$ cat src/rtl/imem_loader_pkg.sv
// imem_loader_pkg: shared types and constants for the instruction memory loader.
//   state_t        - loader FSM state encoding
//   BYTES_PER_WORD - payload bytes packed into one instruction word
//   CHK_RESIDUE    - value (accumulator ^ checksum byte) must equal for a good image;
//                    only present when IMEM_LOADER_CHECKSUM_EN is defined
package imem_loader_pkg;

    typedef enum logic [2:0] {
        ST_LEN0 = 3'd0,
        ST_LEN1 = 3'd1,
        ST_DATA = 3'd2,
        ST_CHK  = 3'd3,
        ST_DONE = 3'd4,
        ST_ERR  = 3'd5
    } state_t;

    localparam int BYTES_PER_WORD = 4;

`ifdef IMEM_LOADER_CHECKSUM_EN
    localparam logic [7:0] CHK_RESIDUE = 8'h00;
`endif

endpackage

$ cat src/rtl/imem_word_packer.sv
// imem_word_packer: assembles a byte stream into 32-bit little-endian words.
//   clk, reset   - clock, synchronous active-high reset
//   flush        - drop any partially assembled word
//   byte_valid   - byte_data is consumed this cycle
//   byte_data    - payload byte
//   lane_last    - the next consumed byte completes a word (combinational)
//   word_valid   - one-cycle pulse, the cycle after the completing byte
//   word         - last completed word, first byte in [7:0]
module imem_word_packer
    import imem_loader_pkg::*;
(
    input  logic        clk,
    input  logic        reset,
    input  logic        flush,
    input  logic        byte_valid,
    input  logic [7:0]  byte_data,
    output logic        lane_last,
    output logic        word_valid,
    output logic [31:0] word
);

    localparam logic [1:0] LANE_LAST = 2'(BYTES_PER_WORD - 1);

    logic [1:0]  lane;
    logic [31:0] shift_reg;

    assign lane_last = (lane == LANE_LAST);

    // New bytes enter at the top and shift down, so after four bytes the
    // first one sits in [7:0].
    always_ff @(posedge clk) begin
        if (reset) begin
            lane       <= '0;
            shift_reg  <= '0;
            word_valid <= 1'b0;
            word       <= '0;
        end else begin
            word_valid <= 1'b0;
            if (flush) begin
                lane      <= '0;
                shift_reg <= '0;
            end else if (byte_valid) begin
                shift_reg <= {byte_data, shift_reg[31:8]};
                lane      <= lane + 2'd1;
                if (lane_last) begin
                    word_valid <= 1'b1;
                    word       <= {byte_data, shift_reg[31:8]};
                end
            end
        end
    end

endmodule

$ cat src/rtl/imem_loader.sv
// imem_loader: boot-time loader that streams a length-prefixed image into the
// instruction memory and holds the CPU in reset until the image is complete.
//   clk, reset  - clock, synchronous active-high reset
//   in_valid/in_ready/in_data - byte stream: L0, L1, 4*N payload bytes
//                 (+ one checksum byte when IMEM_LOADER_CHECKSUM_EN is defined)
//   mem_we/mem_addr/mem_wdata - instruction memory write port, one-cycle strobe
//   cpu_hold    - CPU reset, released only after a successful load
//   done/error  - sticky load status
//   word_count  - words written so far
// Build option: IMEM_LOADER_CHECKSUM_EN adds an XOR checksum over L0, L1 and
// the payload, checked against a trailing byte.
//
// state   | meaning
// --------+-------------------------------------------------
// LEN0    | waiting for low length byte
// LEN1    | waiting for high length byte, range-check N
// DATA    | packing payload bytes into words
// CHK     | waiting for checksum byte (checksum builds only)
// DONE    | image loaded, CPU released; terminal until reset
// ERR     | bad length or checksum; terminal until reset
module imem_loader
    import imem_loader_pkg::*;
#(
    parameter int ADDR_W = 8
) (
    input  logic              clk,
    input  logic              reset,
    input  logic              in_valid,
    input  logic [7:0]        in_data,
    output logic              in_ready,
    output logic              mem_we,
    output logic [ADDR_W-1:0] mem_addr,
    output logic [31:0]       mem_wdata,
    output logic              cpu_hold,
    output logic              done,
    output logic              error,
    output logic [ADDR_W:0]   word_count
);

    localparam logic [16:0]     CAPACITY = 17'(2 ** ADDR_W);
    localparam logic [ADDR_W:0] ONE_W    = (ADDR_W + 1)'(1);

    state_t          state;
    logic [7:0]      len_lo;
    logic [ADDR_W:0] len_words;
    logic [15:0]     len_full;
    logic            len_bad;
    logic            accept;
    logic            data_byte;
    logic            lane_last;
    logic            word_valid;
    logic            word_hs;
    logic            last_word;

`ifdef IMEM_LOADER_CHECKSUM_EN
    logic [7:0]      csum_acc;
`endif

    assign accept    = in_valid && in_ready;
    assign data_byte = accept && (state == ST_DATA);
    assign word_hs   = data_byte && lane_last;
    assign last_word = ((word_count + ONE_W) == len_words);

    assign len_full  = {in_data, len_lo};
    assign len_bad   = (len_full == 16'd0) || ({1'b0, len_full} > CAPACITY);

    imem_word_packer u_packer (
        .clk        (clk),
        .reset      (reset),
        .flush      (state != ST_DATA),
        .byte_valid (data_byte),
        .byte_data  (in_data),
        .lane_last  (lane_last),
        .word_valid (word_valid),
        .word       (mem_wdata)
    );

    // The strobe is forced low while reset is held so a word completed on the
    // edge before reset never reaches memory during the reset cycle.
    assign mem_we = word_valid && !reset;

    always_ff @(posedge clk) begin
        if (reset) begin
            state      <= ST_LEN0;
            in_ready   <= 1'b1;
            cpu_hold   <= 1'b1;
            done       <= 1'b0;
            error      <= 1'b0;
            word_count <= '0;
            mem_addr   <= '0;
            len_lo     <= '0;
            len_words  <= '0;
`ifdef IMEM_LOADER_CHECKSUM_EN
            csum_acc   <= '0;
`endif
        end else begin
            // Address and count advance on the completing byte so that both
            // are valid alongside the write strobe on the following cycle.
            if (word_hs) begin
                mem_addr   <= word_count[ADDR_W-1:0];
                word_count <= word_count + ONE_W;
            end

            case (state)
                ST_LEN0: begin
                    if (accept) begin
                        len_lo   <= in_data;
`ifdef IMEM_LOADER_CHECKSUM_EN
                        csum_acc <= csum_acc ^ in_data;
`endif
                        state    <= ST_LEN1;
                    end
                end

                ST_LEN1: begin
                    if (accept) begin
`ifdef IMEM_LOADER_CHECKSUM_EN
                        csum_acc <= csum_acc ^ in_data;
`endif
                        if (len_bad) begin
                            state    <= ST_ERR;
                            in_ready <= 1'b0;
                            error    <= 1'b1;
                        end else begin
                            len_words <= len_full[ADDR_W:0];
                            state     <= ST_DATA;
                        end
                    end
                end

                ST_DATA: begin
                    if (accept) begin
`ifdef IMEM_LOADER_CHECKSUM_EN
                        csum_acc <= csum_acc ^ in_data;
                        if (lane_last && last_word) begin
                            state <= ST_CHK;
                        end
`else
                        if (lane_last && last_word) begin
                            state    <= ST_DONE;
                            in_ready <= 1'b0;
                        end
`endif
                    end
                end

                ST_CHK: begin
`ifdef IMEM_LOADER_CHECKSUM_EN
                    if (accept) begin
                        in_ready <= 1'b0;
                        if ((csum_acc ^ in_data) == CHK_RESIDUE) begin
                            state    <= ST_DONE;
                            done     <= 1'b1;
                            cpu_hold <= 1'b0;
                        end else begin
                            state <= ST_ERR;
                            error <= 1'b1;
                        end
                    end
`else
                    state    <= ST_ERR;
                    in_ready <= 1'b0;
                    error    <= 1'b1;
`endif
                end

                ST_DONE: begin
                    in_ready <= 1'b0;
                    done     <= 1'b1;
                    cpu_hold <= 1'b0;
                end

                ST_ERR: begin
                    in_ready <= 1'b0;
                    error    <= 1'b1;
                end

                default: begin
                    state    <= ST_ERR;
                    in_ready <= 1'b0;
                    error    <= 1'b1;
                end
            endcase
        end
    end

endmodule

$ cat config.mk
export PLATFORM = sky130hd
export DESIGN_NAME = imem_loader
export DESIGN_NICKNAME = d
export VERILOG_FILES = /design/src/rtl/imem_loader_pkg.sv /design/src/rtl/imem_word_packer.sv /design/src/rtl/imem_loader.sv
export SDC_FILE = /design/constraint.sdc
export NUM_CORES = 1
export LEC_CHECK = 0
export ABC_AREA = 1
export ABC_CLOCK_PERIOD_IN_PS = 2200
export BUFFER_PORTS_ARGS = -buffer_cell sky130_fd_sc_hd__clkbuf_2
export CAP_MARGIN = 40
export CELL_PAD_IN_SITES_DETAIL_PLACEMENT = 1
export CELL_PAD_IN_SITES_GLOBAL_PLACEMENT = 1
export CORE_UTILIZATION = 40
export DETAILED_ROUTE_END_ITERATION = 12
export HOLD_SLACK_MARGIN = 0.02
export PLACE_DENSITY = 0.89
export SLEW_MARGIN = 40
export SYNTH_ARGS = -nofsm -noshare
export SYNTH_HDL_FRONTEND = slang
export SYNTH_SLANG_ARGS = --single-unit
$ cat constraint.sdc
create_clock -name clk -period 2.2 [get_ports clk]
set_input_delay 0.11 -clock clk [delete_from_list [all_inputs] [get_ports clk]]
set_output_delay 0.11 -clock clk [all_outputs]
set_load 0.005 [all_outputs]
# Word-level counts from Yosys, hierarchy flattened
# Index checks and enable logic that the tools add are counted.
# word_totals
inputBits	11
register_bits	108
# op_classes
muxes	15
bitwise_logic	6
n_eq_ne	12
magnitude_cmp	1
reduce_logical	19
addsub	2
# ops
op	count
$gt 16x9->1 const B	1
$logic_not 16->1	1
$mux 3	5
$pmux 3 s4	1
$reduce_and 5->1	2
$add 9x1->9 const B	1
$eq 9x9->1	1
$reduce_and 3->1	3
$ne 2x2->1 const B	4
$mux 1	7
$eq 3x3->1 const B	2
$not 1->1	6
$reduce_or 3->1	2
$logic_and 1x1->1	5
$reduce_or 2->1	2
$eq 3x1->1 const B	1
$eq 3x2->1 const B	1
$logic_not 3->1	1
$ne 3x2->1 const B	1
$pmux 1 s3	1
$add 2x1->2 const B	1
$eq 2x2->1 const B	1
$ne 2x1->1 const B	1
$pmux 1 s2	1
3 further kinds	3

# Depth between registers and ports, before layout
# depth
depth_word	6
mapped_depth	14

# By module
# A second synthesis with hierarchy kept.
# unflattened
hier_cells	601
hier_area_um2	4189.0
# by_module_without_submodules
mod	area_each_um2	instances	cells_each	seq_area_each_um2
imem_word_packer	2253.4	1	318	1181.1
imem_loader	1935.6	1	283	820.8

# Worst setup path before layout
# No wires, ideal clock.
# synth_timing
path_type	register to register
start	reg word_count[0]
end	reg state[0]
t_arrival_ps	1550
setup_ps	113
setup_slack_ps	537
period_less_slack_ps	1663
stages_incl_launch_ff	12
cell_sequence	dfxtp_1 > ha_1 > nand2_2 > o21bai_1 > and2_1 > nor2_1 > nor2_1 > nand4_1 > nand2_2 > nand3_1 > nand2_1 > nor2_1
# synth_via
elab_chain_len	5
# synth_rtl
element	line	text
from (decl)	imem_loader.sv:37	output logic [ADDR_W:0] word_count
from (signal assigned)	imem_loader.sv:101	word_count <= word_count + ONE_W;
$add 9x1->9	imem_loader.sv:62	assign last_word = ((word_count + ONE_W) == len_words);
$eq 9x9->1	imem_loader.sv:62	
$logic_and 1x1->1	imem_loader.sv:139	if (lane_last && last_word) begin
$ne 2x1->1 (no source line)	n/a	
$reduce_and 5->1 (no source line)	n/a	
to (signal assigned)	imem_loader.sv:84	state <= ST_LEN0;
to (signal assigned)	imem_loader.sv:140	state <= ST_DONE;
to (signal assigned)	imem_loader.sv:161	state <= ST_ERR;
to (decl)	imem_loader.sv:43	state_t state;
# Every way passes these cells.
# A chain may end at the register's enable or synchronous reset.

# Worst setup path in the final report
# layout_timing
start	reg word_count[1]
end	reg state[0]
# Same word-level chain as after synthesis.

==> results.py <==
metrics = {
    "run_status": {
        "status": "finished clean",
    },
    "synthesis": {
        "yosysUniqueCellTypes": 32,
        "synth_ff_type": "dfxtp_1",
        "synth_seq_cells": 100,
        "synthTopCellsByArea": "dfxtp_1 51%, nand2_1 9.0%, a21oi_1 8.4%",
        "syn-cell-area_sq_mm": 0.00394,
        "yosys_warnings": 0,
        "syn_inst": 514,
        "synth_seq_area_share_pct": 50.8,
        "synth_nets": 527,
        "synth.avg_cell_area_sq_um": 7.67,
        "synth_area_leader_cell": "dfxtp_1",
        "yosysMostFrequentCell": "dfxtp_1",
        "synth-edff-count": 0,
        "synth_top_area_share_pct": 50.8,
        "ys_top_cells_by_count": "100 x dfxtp_1, 94 x nand2_1, 70 x nor2_1",
        "synth-async-reset-ratio_pct": 0,
    },
    "placed_design": {
        "routabilityCongestion": 0.824,
        "place_inst": 688,
        "port_buffers": 64,
        "pre_cts_ws_ns": 0.273,
        "dpl.hpwl_um": 7520,
    },
    "power": {
        "p_seq_share_pct": 51.7,
        "power_density_mw_per_mm2": 862,
        "p_comb_share_pct": 17.9,
        "power.leakage_nw": 1.90,
        "internal_power_w": 0.00274,
        "peakVddDrop_uv": 367,
        "p_clk_share_pct": 30.4,
        "swShare_pct": 30.3,
        "netSwitchingPower_w": 0.00119,
    },
    "setup_path": {
        "reg2reg_depth": 14,
        "path_cells": "ha_1 -> inv_1 -> nand2_2 -> nand2_1 -> nand2_1 -> nand2_1 -> nor2_1 -> nand3_1 -> nor2_1 -> nand4_1 -> nand2_2 -> nand3_1 -> nand2_1 -> nor2_1",
        "regToRegStartpoint": "word_count[1]",
        "timing.rr.end": "state[0]",
        "worstPathRequired_ns": 2.45,
        "slowest_stage": "dfxtp_1",
        "slowest_delay_ns": 0.46,
        "critical_path_buf_inv_count": 1,
        "critPathKind": "flop to flop",
        "path_max_fanout": 6,
        "crit_path_end_kind": "flop",
        "crit_family": "simple AND/OR/NAND/NOR gates",
        "startpoint_type": "flop",
        "arrival_ns": 2.19,
        "rrSetupSlack_ns": 0.26,
        "path_common_cell": "nand2_1",
    },
    "timing": {
        "rsz0062_at_grt": "no",
        "clock-skew-final_ns": 0.0171,
        "fmax_mhz": 515,
        "setup_violations": 0,
        "slew_viol_final": 0,
        "layout_setup_ws_ns": 0.259,
        "tns_ns": 0,
        "tightest_slew_ns": 0.506,
        "relSlewSlack_pct": 66.0,
        "min_period_ns": 1.94,
        "layout_worst_path_cycle_share_pct": 88.2,
        "hold_violations": 0,
    },
    "detailed_routing": {
        "first_pass_iters": 4,
        "routedWlPerCell_um": 15.2,
        "drtAntennaViolNets": 0,
        "routed_wl_um": 10700,
        "routed_via_density": 5.10,
        "num_vias": 3584,
        "drt-initial-drc-count": 172,
        "drc_errors": 0,
    },
    "clock_network": {
        "cts.sinks": 100,
        "cts_buffers": 9,
        "cts_setup_buffers": 0,
        "cts_root_buf": "clkbuf_8",
        "insertion_delay_ns": 0.37,
        "cts.path.max_buffers": 2,
        "cts_resized": 0,
        "path_clk_slew_ns": 0.09,
        "cts-htree-levels": 3,
        "tritoncts": "yes",
        "holdBufCountCts": 0,
    },
    "global_routing": {
        "grt_pass1_wl_um": 17600,
        "antenna_found_initial": 0,
        "first_global_vias": 3613,
        "overflow": 0,
        "grtUsageTotal_pct": 22.2,
        "grt_max_degree": 52,
    },
    "die": {
        "die_y_um": 101,
        "start_util_pct": 42.0,
        "fp-row-count": 35,
        "die_area_sq_mm": 0.0103,
        "die_width_um": 101,
        "ios": 65,
        "core_area_sq_mm": 0.00937,
    },
    "min_path": {
        "hp-start": "in_data[2]",
        "hold_class": "input pin to flop",
        "holdPathEnd": "len_lo[2]",
        "worstHoldPathCells": 3,
    },
    "finish": {
        "nets": 583,
        "largest_reg_flops": 32,
        "antenna_cells": 0,
        "area_growth_pct": 15.8,
        "num-fill-cells": 1225,
        "layout-drive-gt1-share_pct": 18.5,
        "fin_cells": 703,
    },
    "job": {
        "drv_cap": 0,
    },
}
==> per-layer routing <==
metal | vias to the layer above | GRT usage [%] | wire length [um]
met2 | 89 | 37.4 | 5230
met1 | 1694 | 29.0 | 4930
li1 | 1790 | - | -
met3 | 11 | 3.38 | 420
met4 | 0 | 7.58 | 131
met5 | - | 0 | 0
==> tightest hold or removal path: cells and delay by family <==
kind / cells / cell delay, ns
buffers and inverters: 2 / 0.15
AOI/OAI and AO/OA: 1 / 0.12
==> power by group through the flow <==
| stage | sequential [W] | combinational, W | clock [W] |
|---|---|---|---|
| after floorplan | 0.00204 | 0.000499 | 0 |
| after global placement | 0.00206 | 0.000639 | 0 |
| after detailed placement | 0.00206 | 0.000686 | 0 |
| after CTS | 0.00203 | 0.000703 | 0.00121 |
| after global routing | 0.00205 | 0.000798 | 0.00129 |
| final | 0.00203 | 0.000703 | 0.00120 |
==> placed cells by master (no fill, tap or decap), types with 4 or more instances in the layout <==
| cell type | Yosys | layout |
|---|---|---|
| dfxtp_1 | 100 | 99 |
| nand2_1 | 94 | 94 |
| nor2_1 | 70 | 70 |
| a21oi_1 | 66 | 66 |
| clkbuf_2 | 0 | 64 |
| inv_1 | 37 | 37 |
| o21ai_0 | 37 | 37 |
| nand3_1 | 22 | 22 |
| nor3_1 | 19 | 19 |
| clkbuf_8 | 0 | 11 |
| a211oi_1 | 9 | 9 |
| nand2_2 | 7 | 7 |
| buf_4 | 7 | 7 |
| nand4_1 | 4 | 4 |
==> stage by stage <==
stage                     instance area [sq um]  power (W)  hold WS [ns]  utilization, %
after global placement                     4360    0.00270         0.423            46.5
after floorplan                            3940    0.00254         0.278               -
final                                      4560    0.00393        0.0597            48.7
after CTS                                  4560    0.00394        0.0622            48.7
after global routing                       4560    0.00414        0.0941            48.7
after detailed placement                   4360    0.00275         0.434            46.5
==> cell families (layout without fill, tap and decap cells) <==
kind of cell,after synthesis,count (layout),synth area share (%)
flops,100,100,50.8
xor+xnor,1,1,0.222
fa+ha+maj,2,2,0.635
simple gates,225,225,25.0
buf+inv,66,126,7.11
compound gates,120,120,16.3
==> worst max path at each step <==
stage,depth (start not counted),start,end
after global routing,11,word_count[1],state[0]
after floorplan,11,word_count[0],state[0]
after CTS,14,word_count[0],state[0]
after global placement,8,len_lo[5],len_words[1]
final,14,word_count[1],state[0]
after detailed placement,11,word_count[0],in_ready
==> layout make-up <==
cell class | count | area [sq um] | area share [%]
clock buffer | 12 | 155 | 3.40
clock inverter | 3 | 46.3 | 1.01
inverter | 39 | 146 | 3.21
multi-input combinational | 348 | 1660 | 36.3
sequential | 100 | 2000 | 43.9
tap | 129 | 161 | 3.54
timing repair buffer | 72 | 393 | 8.61
(Power assumes the default switching activity.)
